## src/rtl/lsu_amo_engine.sv

```systemverilog
// Load/store unit sequencer for loads, stores, LR/SC and AMO read-modify-write
// over a single-beat 64-bit bus with byte lane enables.
module lsu_amo_engine #(
    parameter int unsigned RSV_LSB = 3
) (
    input  logic        clk,
    input  logic        rst,
    input  logic        req_valid,
    output logic        req_ready,
    input  logic [2:0]  op,
    input  logic [63:0] addr,
    input  logic [63:0] wdata,
    input  logic [3:0]  size,
    input  logic        unsign,
    output logic [63:0] amo_mem,
    input  logic [63:0] amo_result,
    output logic        bus_req,
    output logic        bus_we,
    output logic [63:0] bus_addr,
    output logic [7:0]  bus_bsel,
    output logic [63:0] bus_wdata,
    input  logic        bus_ack,
    input  logic [63:0] bus_rdata,
    output logic        done,
    output logic [63:0] rd_data,
    output logic        misalign
);

    typedef enum logic [2:0] {IDLE, RD, AMO_CALC, WR, FIN} state_t;
    typedef enum logic [2:0] {
        OP_LOAD = 3'b000, OP_STORE = 3'b001, OP_LR = 3'b010,
        OP_SC = 3'b011, OP_AMO = 3'b100
    } op_t;

    state_t state, state_nxt;
    op_t    op_in, op_q;
    logic [63:0] addr_q, wval_q, rd_q;
    logic [3:0]  size_q;
    logic        unsign_q, err_q;
    logic        rsv_valid;
    logic [63:RSV_LSB] rsv_tag;

    logic [7:0]  in_mask, q_mask;
    logic [63:0] wmask, shifted, ext_data;
    logic        in_misal, sc_ok;

    // Unrecognised size encodings are treated as a full doubleword.
    function automatic logic [7:0] lane_mask(input logic [3:0] s);
        case (s)
            4'b0001: lane_mask = 8'h01;
            4'b0010: lane_mask = 8'h03;
            4'b0100: lane_mask = 8'h0F;
            default: lane_mask = 8'hFF;
        endcase
    endfunction

    assign op_in    = op_t'(op);
    assign in_mask  = lane_mask(size);
    assign q_mask   = lane_mask(size_q);
    assign in_misal = |(addr[2:0] & {in_mask[7], in_mask[3], in_mask[1]});
    assign sc_ok    = rsv_valid && (rsv_tag == addr[63:RSV_LSB]);

    always_comb begin
        wmask = '0;
        for (int unsigned i = 0; i < 8; i++)
            wmask[8*i +: 8] = {8{q_mask[i]}};
    end

    always_comb begin
        shifted = bus_rdata >> {addr_q[2:0], 3'b000};
        case (size_q)
            4'b0001: ext_data = {{56{~unsign_q & shifted[7]}},  shifted[7:0]};
            4'b0010: ext_data = {{48{~unsign_q & shifted[15]}}, shifted[15:0]};
            4'b0100: ext_data = {{32{~unsign_q & shifted[31]}}, shifted[31:0]};
            default: ext_data = shifted;
        endcase
    end

    always_ff @(posedge clk or negedge rst) begin
        if (!rst) state <= IDLE;
        else      state <= state_nxt;
    end

    always_comb begin
        state_nxt = state;
        case (state)
            IDLE: if (req_valid) begin
                if (in_misal) state_nxt = FIN;
                else case (op_in)
                    OP_LOAD, OP_LR, OP_AMO: state_nxt = RD;
                    OP_STORE:               state_nxt = WR;
                    OP_SC:                  state_nxt = sc_ok ? WR : FIN;
                    default:                state_nxt = FIN;
                endcase
            end
            RD:       if (bus_ack) state_nxt = (op_q == OP_AMO) ? AMO_CALC : FIN;
            AMO_CALC: state_nxt = WR;
            WR:       if (bus_ack) state_nxt = FIN;
            FIN:      state_nxt = IDLE;
            default:  state_nxt = IDLE;
        endcase
    end

    always_ff @(posedge clk or negedge rst) begin
        if (!rst) begin
            op_q      <= OP_LOAD;
            addr_q    <= '0;
            wval_q    <= '0;
            rd_q      <= '0;
            size_q    <= '0;
            unsign_q  <= 1'b0;
            err_q     <= 1'b0;
            rsv_valid <= 1'b0;
            rsv_tag   <= '0;
        end else begin
            case (state)
                IDLE: if (req_valid) begin
                    op_q     <= op_in;
                    addr_q   <= addr;
                    wval_q   <= wdata;
                    size_q   <= size;
                    unsign_q <= unsign;
                    err_q    <= in_misal;
                    rd_q     <= {63'd0, (op_in == OP_SC) && !sc_ok};
                end
                RD:       if (bus_ack) rd_q <= ext_data;
                AMO_CALC: wval_q <= amo_result;
                FIN: if (!err_q) begin
                    // Reservation changes take effect when the operation retires.
                    case (op_q)
                        OP_LR: begin
                            rsv_valid <= 1'b1;
                            rsv_tag   <= addr_q[63:RSV_LSB];
                        end
                        OP_SC: rsv_valid <= 1'b0;
                        OP_STORE, OP_AMO:
                            if (rsv_tag == addr_q[63:RSV_LSB]) rsv_valid <= 1'b0;
                        default: ;
                    endcase
                end
                default: ;
            endcase
        end
    end

    always_comb begin
        req_ready = (state == IDLE);
        bus_req   = (state == RD) || (state == WR);
        bus_we    = (state == WR);
        bus_addr  = bus_req ? {addr_q[63:3], 3'b000} : '0;
        bus_bsel  = bus_req ? (q_mask << addr_q[2:0]) : '0;
        bus_wdata = bus_we ? ((wval_q & wmask) << {addr_q[2:0], 3'b000}) : '0;
        amo_mem   = (state == AMO_CALC) ? rd_q : '0;
        done      = (state == FIN) && !err_q;
        misalign  = (state == FIN) && err_q;
        rd_data   = done ? rd_q : '0;
    end

endmodule

```

## config.mk

```make
export PLATFORM = sky130hd
export DESIGN_NAME = lsu_amo_engine
export DESIGN_NICKNAME = d
export VERILOG_FILES = /design/src/rtl/lsu_amo_engine.sv
export SDC_FILE = /design/constraint.sdc
export NUM_CORES = 1
export LEC_CHECK = 0
export CORE_AREA = 3 3 210 212
export DETAILED_ROUTE_END_ITERATION = 10
export DIE_AREA = 0 0 213 215
export GPL_TIMING_DRIVEN = 0
export PLACE_DENSITY = 0.7
export SYNTH_ARGS = -nofsm -noshare
export SYNTH_HDL_FRONTEND = slang
export SYNTH_SLANG_ARGS = --single-unit
```

## constraint.sdc

```tcl
create_clock -name clk -period 2.8 [get_ports clk]
set_input_delay 0.42 -clock clk [delete_from_list [all_inputs] [get_ports clk]]
set_output_delay 0.42 -clock clk [all_outputs]
set_load 0.01 [all_outputs]
```

==> results of run 1 <==
==> where the power goes <==
group / internal, mW / switching (mW)
logic: 6.58 / 9.16
clock network: 2.44 / 1.70
registers: 5.54 / 2.33
total: 14.5 / 13.2
==> synth_stat cells (all sizes together) (12+ instances only) <==
| master | n | area (sq um) |
|---|---|---|
| xor2 | 62 | 543.0 |
| nor3 | 16 | 101.4 |
| a21oi | 110 | 550.5 |
| nand2b | 12 | 75.07 |
| nor2b | 14 | 87.58 |
| inv | 17 | 63.81 |
| buf | 51 | 289.0 |
| and2 | 194 | 1214 |
| a31oi | 37 | 231.5 |
| nor2 | 150 | 563.0 |
| a211oi | 17 | 127.6 |
| xnor2 | 47 | 411.6 |
| mux2 | 80 | 900.9 |
| mux2i | 59 | 590.6 |
| nand2 | 442 | 1659 |
| a22oi | 71 | 533.0 |
| nand4 | 16 | 100.1 |
| o21ai | 77 | 501.7 |
| o21a | 13 | 97.59 |
| nor4 | 20 | 125.1 |
| nand3 | 18 | 90.09 |
| dfrtp | 266 | 6656 |
| clkbuf | 101 | 379.1 |
==> sequential cells by signal (all words and copies together), names as in the netlist <==
register	count
err_q	1
addr_q	64
rsv_tag	61
rd_q	64
op_q	3
state	3
unsign_q	1
size_q	4
wval_q	64
rsv_valid	1
==> worst max path at each step <==
stage	startpoint	endpoint	slack, ns	cells past startpoint
global placement	rst	rd_q[52]	-9.90	1
global route	size_q[2]	bus_wdata[36]	-0.42	8
floorplan	size_q[1]	bus_wdata[37]	0.24	9
detailed placement	addr_q[0]	bus_wdata[34]	-1.36	7
finish	size_q[1]	bus_wdata[33]	-0.35	8
CTS	size_q[1]	bus_wdata[55]	-0.36	8
==> logic make-up (layout without fill, tap and decap cells) <==
family | after synthesis | count (layout) | share of synthesized area
xor gates and xnor gates | 109 | 109 | 0.05617
muxes | 149 | 149 | 0.1010
buffers and inverters | 169 | 831 | 0.04307
AOI/OAI and AO/OA | 386 | 386 | 0.1525
DFF | 266 | 266 | 0.3916
other | 1 | 8 | 0.0002206
and+or+nand+nor | 927 | 928 | 0.2554
==> per-stage QoR <==
stage	worst slack (ns)	hold slack, ns	cell area, sq um
after global placement	-9.896	0.4784	23010
after floorplan	0.2412	0.1244	17000
after global routing	-0.4209	0.3769	25900
after CTS	-0.3613	0.3283	25380
final	-0.3535	0.3570	25910
after detailed placement	-1.362	0.4251	23070
==> routing by layer <==
layer	global-route usage	wire length, um	vias up
met4	0.1328	3925	8
li1	-	-	8191
met1	0.4486	32410	9145
met5	0	61	-
met3	0.05425	7167	226
met2	0.5828	39680	1084
==> final cells by class <==
cell class	count	area share
multi-input cells	1575	0.4166
repair buffers	618	0.2122
clock buffers	44	0.03371
well taps	539	0.02603
plain buffers	141	0.04482
diodes	5	0.0004830
clock inverters	11	0.006182
inverters	17	0.002753
flip-flops and latches	266	0.2572
==> repair_timing <==
action,in CTS,in global routing
hold buffers,1,0
endpoints found under the setup margin,413,184
gates cloned,1,0
setup buffers,62,22
endpoints found under the hold margin,69,0
pin swaps,66,48
gates resized for setup,864,301
==> metrics.md, run 1 <==
| Metric | Value |
|---|---|
| Seq/Total Area, Yosys | `0.3916` |
| Dominant synthesized flop cell | `dfrtp_1` |
| Unrepaired setup endpoints after global routing | `yes` |
| Avg Synthesized Cell Area | `8.469 sq um` |
| Fin crit share | `1.126` |
| R2r setup slk | `0.25 ns` |
| Initial DRT Pass Iterations | `6` |
| Post-synth ARST share | `1.000` |
| Core Util, Final | `0.6148` |
| Worst-path clk slew | `0.06 ns` |
| Pins Over Slew Limit | `0` |
| Die H | `215 um` |
| Placed insts | `3,083` |
| Critical path's slowest cell | `a2111oi_4` |
| Slew @ Worst Pin | `0.8156 ns` |
| Clock root buffer | `clkbuf_16` |
| Design Power | `27.75 mW` |
| Max-cap viol count | `0` |
| Later-pin clock latency in the skew report | `0.61 ns` |
| Post-DRT Antenna Nets | `0` |
| Reg2reg path depth | `9` |
| Total GRT Usage | `0.3468` |
| Run status | `complete, but fails checks` |
| Hpwl dp | `63.97 mm` |
| Worst setup margin | `-0.3535 ns` |
| Skew final | `0.04990 ns` |
| Critical Path AT | `2.73 ns` |
| Final hold vios | `0` |
| Antenna violations before repair | `9` |
| Type of origin of the critical path | `flop` |
| Setup violators final | `60` |
| Register area | `6664 sq um` |
| Fillers | `3,614` |
| CP max stage delay | `0.48 ns` |
| TritonCTS clock tree | `yes` |
| Min Tclk post-route | `3.154 ns` |
| Relative slew slack | `0.4542` |
| Final instance count without filler cells | `3,216` |
| Number of flops mapped to enable cells by yosys | `0` |
| I/O Buffers | `533` |
| DIE AREA | `45,800 sq um` |
| Commonest non-fill, non-tap cells in the layout | `414 x nand2_1, 276 x clkdlybuf4s50_1, 260 x dfrtp_1, 189 x and2_1, 120 x nor2_1` |
| Aggregate global routing overflow | `0` |
| Power Density | `1071 nW/um^2` |
| Vias per cell | `5.800` |
| Number of global-route vias before repair | `18,440` |
| NumNets Final | `2,917` |
| Layout area overhead | `52.42%` |
| First-pass GRT wire length | `119.4 mm` |
| Synth warn | `0` |
| Die width | `213 um` |
| Remaining DRCs | `0` |
| CP required | `2.38 ns` |
| Initial DRC count | `1,844` |
| Largest net degree at the start of global routing | `104` |
| Crit Path Class | `flop to output pin` |
| FMAX | `317.1 MHz` |
| Num CTS Buffers | `30` |
| Most common cell after layout, fill and taps aside | `nand2_1` |
| Clock buffer depth | `3` |
| Maximum vdd ir drop | `0.7403 mV` |
| Multi-input gate area | `10,790 sq um` |
| FF-to-FF Start | `addr_q[0]` |
| Failing checks | `setup timing` |
| CP bufs+invs | `3` |
| Layout cell share with drive strength beyond 1 | `0.2526` |
| Synth unique cells | `62` |
| Io pins | `537` |
| R2r endpoint | `rd_q[37]` |
| Cell count after synthesis | `2,007` |
| Core Region | `42,130 sq um` |
| Hold Path Class | `input pin to async pin` |
| CP delay by family, top | `compound AO/OA/AOI/OAI gates` |
| Via Count | `18,650` |
| DR WL/cell | `25.88 um` |
| GPL Wtd Cong | `0.9847` |
| Critical Path End Type | `output pin` |
| Worst path cell trace | `xor2_1, o211a_1, buf_6, buf_4, nor3b_4, a31oi_4, a2111oi_4, buf_2` |
| Lkg Pwr | `12.30 nW` |
| Max Fanout on Critical Path | `9` |
| Setup TNS | `-11.11 ns` |
| Synth Register Bits | `266` |
| CTS Sinks | `266` |
| Core Rows | `75` |
| Number of H-tree levels | `1` |
| Starting density of the core | `0.4034` |
| Mapped Area | `17,000 sq um` |
| Final wirelength | `83.24 mm` |
(Power assumes the default switching activity.)
==> inputs of run 2 (changes only) <==
Settings changed: CTS_CLUSTER_DIAMETER set to 80.
==> run 2 against run 1 <==
The run still ends with setup timing left. Combinational power is essentially flat. Global-route usage grew 0.12 points. Non-clock buffer count grew 6. Count of clock-buffer cells in the layout grew 2. Clock skew shrank 0.030 ns. Worst setup slack gained 0.012 ns. Final area shrank 0.50%.
==> metrics.md, run 2 (same netlist as run 1, synthesis figures left out) <==
| Metric | Value |
|---|---|
| Crit-path most repeated cell | `buf_2` |
| Number of global-route vias before repair | `18,430 (was 18,440)` |
| Setup violators final | `59 (was 60)` |
| Post-DRT Antenna Nets | `0 (unchanged)` |
| Reg2reg path depth | `9 (unchanged)` |
| NumNets Final | `2,924 (was 2,917)` |
| First-pass GRT wire length | `119.7 mm (was 119.4 mm)` |
| Final wirelength | `83.49 mm (was 83.24 mm)` |
| Final hold vios | `0 (unchanged)` |
| Max Fanout on Critical Path | `10 (was 9)` |
| Core Util, Final | `0.6118 (was 0.6148)` |
| Die width | `213 um (unchanged)` |
| Largest net degree at the start of global routing | `104 (unchanged)` |
| Placed inst area | `23,070 sq um (unchanged)` |
| FF-to-FF Start | `size_q[1] (was addr_q[0])` |
| Final instance count without filler cells | `3,222 (was 3,216)` |
| Unrepaired setup endpoints after global routing | `yes (unchanged)` |
| DIE AREA | `45,800 sq um (unchanged)` |
| Later-pin clock latency in the skew report | `0.60 ns (was 0.61 ns)` |
| CP bufs+invs | `4 (was 3)` |
| Hpwl dp | `63.97 mm (unchanged)` |
| Skew final | `0.02030 ns (was 0.04990 ns)` |
| Design Power | `27.62 mW (was 27.75 mW)` |
| CP delay by family, top | `buffers and inverters (was compound AO/OA/AOI/OAI gates)` |
| Most common cell after layout, fill and taps aside | `nand2_1 (unchanged)` |
| Aggregate global routing overflow | `0 (unchanged)` |
| Clock root buffer | `clkbuf_16 (unchanged)` |
| CP required | `2.38 ns (about the same)` |
| Type of origin of the critical path | `flop (unchanged)` |
| Number of H-tree levels | `1 (unchanged)` |
| Starting density of the core | `0.4034 (unchanged)` |
| Die H | `215 um (unchanged)` |
| Via Count | `18,660 (was 18,650)` |
| Core Rows | `75 (unchanged)` |
| Io pins | `537 (unchanged)` |
| TritonCTS clock tree | `yes (unchanged)` |
| Layout cell share with drive strength beyond 1 | `0.2598 (was 0.2526)` |
| Total GRT Usage | `0.3480 (was 0.3468)` |
| Lkg Pwr | `12.27 nW (was 12.30 nW)` |
| Worst path cell trace | `buf_2, clkbuf_4, clkbuf_1, a221oi_2, a311oi_2, buf_2 (was xor2_1, o211a_1, buf_6, buf_4, nor3b_4, a31oi_4, a2111oi_4, buf_2)` |
| Initial DRT Pass Iterations | `6 (unchanged)` |
| Clock buffer depth | `3 (unchanged)` |
| Pre-CTS WS | `-1.362 ns (unchanged)` |
| Layout area overhead | `51.66% (was 52.42%)` |
| Antenna violations before repair | `7 (was 9)` |
| Pins Over Slew Limit | `0 (unchanged)` |
| R2r setup slk | `0.06 ns (was 0.25 ns)` |
| GPL Wtd Cong | `0.9847 (unchanged)` |
| FMAX | `318.3 MHz (was 317.1 MHz)` |
| Max-cap viol count | `0 (unchanged)` |
| Worst setup margin | `-0.3418 ns (was -0.3535 ns)` |
| Slew @ Worst Pin | `0.7958 ns (was 0.8156 ns)` |
| Relative slew slack | `0.4675 (was 0.4542)` |
| Vias per cell | `5.790 (was 5.800)` |
| Hold Path Class | `input pin to async pin (unchanged)` |
| Top Registers | `addr_q: 64 flops, rd_q: 64 flops, wval_q: 64 flops (unchanged)` |
| Final instance area | `25,780 sq um (was 25,910 sq um)` |
| Worst-path clk slew | `0.07 ns (was 0.06 ns)` |
| CP max stage delay | `0.53 ns (was 0.48 ns)` |
| Critical path's slowest cell | `clkbuf_1 (was a2111oi_4)` |
| Power Density | `1071 nW/um^2 (about the same)` |
| Commonest non-fill, non-tap cells in the layout | `421 x nand2_1, 276 x clkdlybuf4s50_1, 260 x dfrtp_1, 180 x and2_1, 124 x nor2_1 (was 414 x nand2_1, 276 x clkdlybuf4s50_1, 260 x dfrtp_1, 189 x and2_1, 120 x nor2_1)` |
| Placed insts | `3,083 (unchanged)` |
| Run status | `complete, but fails checks (unchanged)` |
| Maximum vdd ir drop | `0.5865 mV (was 0.7403 mV)` |
| Critical Path AT | `2.72 ns (was 2.73 ns)` |
| Remaining DRCs | `0 (unchanged)` |
| Fin crit share | `1.122 (was 1.126)` |
| R2r endpoint | `rd_q[37] (unchanged)` |
| DR WL/cell | `25.91 um (was 25.88 um)` |
| Core Region | `42,130 sq um (unchanged)` |
| Crit Path Class | `flop to output pin (unchanged)` |
| I/O Buffers | `533 (unchanged)` |
| Min Tclk post-route | `3.142 ns (was 3.154 ns)` |
| CTS Sinks | `266 (unchanged)` |
| Critical Path End Type | `output pin (unchanged)` |
| Initial DRC count | `1,938 (was 1,844)` |
| Failing checks | `setup timing (unchanged)` |
| Num CTS Buffers | `31 (was 30)` |
-- run 2: cell count changes in the layout (fill, tap and decap cells not counted), sizes merged --
cell / delta
bufinv: -1
buf: +36
clkinvlp: -1
clkdlybuf4s15: -5
inv: +3
dlygate4sd2: -20
diode: -1
clkinv: -2
clkbuf: -4
bufbuf: +1
-- run 2: where the power goes --
| group | total [mW] | leakage (nW) | switching [mW] | internal [mW] |
|---|---|---|---|---|
| combinational | 15.7 | 8.35 | 9.05 | 6.61 |
| sequential | 7.82 | 3.41 | 2.28 | 5.54 |
| clock | 4.14 | 0.508 | 1.71 | 2.42 |
| total | 27.6 | 12.3 | 13.0 | 14.6 |
-- run 2: worst max-delay path by stage --
stage               slack, ns       from  cells past startpoint            end
floorplan                0.24  size_q[1]                      9  bus_wdata[37]
global placement        -9.90        rst                      1       rd_q[52]
detailed placement      -1.36  addr_q[0]                      7  bus_wdata[34]
CTS                     -0.34  size_q[2]                      8  bus_wdata[55]
global route            -0.40  size_q[2]                      8  bus_wdata[53]
finish                  -0.34  addr_q[2]                      6  bus_wdata[55]
-- run 2: layout make-up --
type	count	area, sq um
diodes	4	10.01
multi-input cells	1575	10640
inverters	17	71.32
fillers	3634	16360
clock inverters	10	133.9
clock buffers	46	902.1
flip-flops and latches	266	6664
plain buffers	140	1141
well taps	539	674.4
repair buffers	625	5545
-- run 2: per-stage QoR --
stage	hold WS, ns	setup TNS, ns
detailed placement	0.4251	-156.53
CTS	0.3422	-10.12
global route	0.4024	-14.93
global placement	0.4784	-2764.85
floorplan	0.1244	0
finish	0.3614	-11.07
-- run 2: what timing repair did --
| item | CTS | global route |
|---|---|---|
| setup endpoints to repair | 405 | 150 |
| gates cloned | 3 | 4 |
| pin swaps | 66 | 49 |
| hold buffers | 1 | 0 |
| endpoints found under the hold margin | 69 | 0 |
| setup buffers | 60 | 28 |
| gates resized for setup | 892 | 321 |
-- run 2: layer usage --
layer,part of all wire,track usage,vias up
met2,0.48,0.5820,1078
met3,0.081,0.05061,221
li1,-,-,8204
met4,0.049,0.1391,6
met1,0.39,0.4525,9147
met5,0.00055,0,-
==> inputs of run 3 (changes only) <==
Settings changed: ABC_CLOCK_PERIOD_IN_PS set to 2800, CTS_CLUSTER_DIAMETER 80 to unset.
==> results of run 3 <==
Final layout, timing and power as in run 1 (identical DEF).
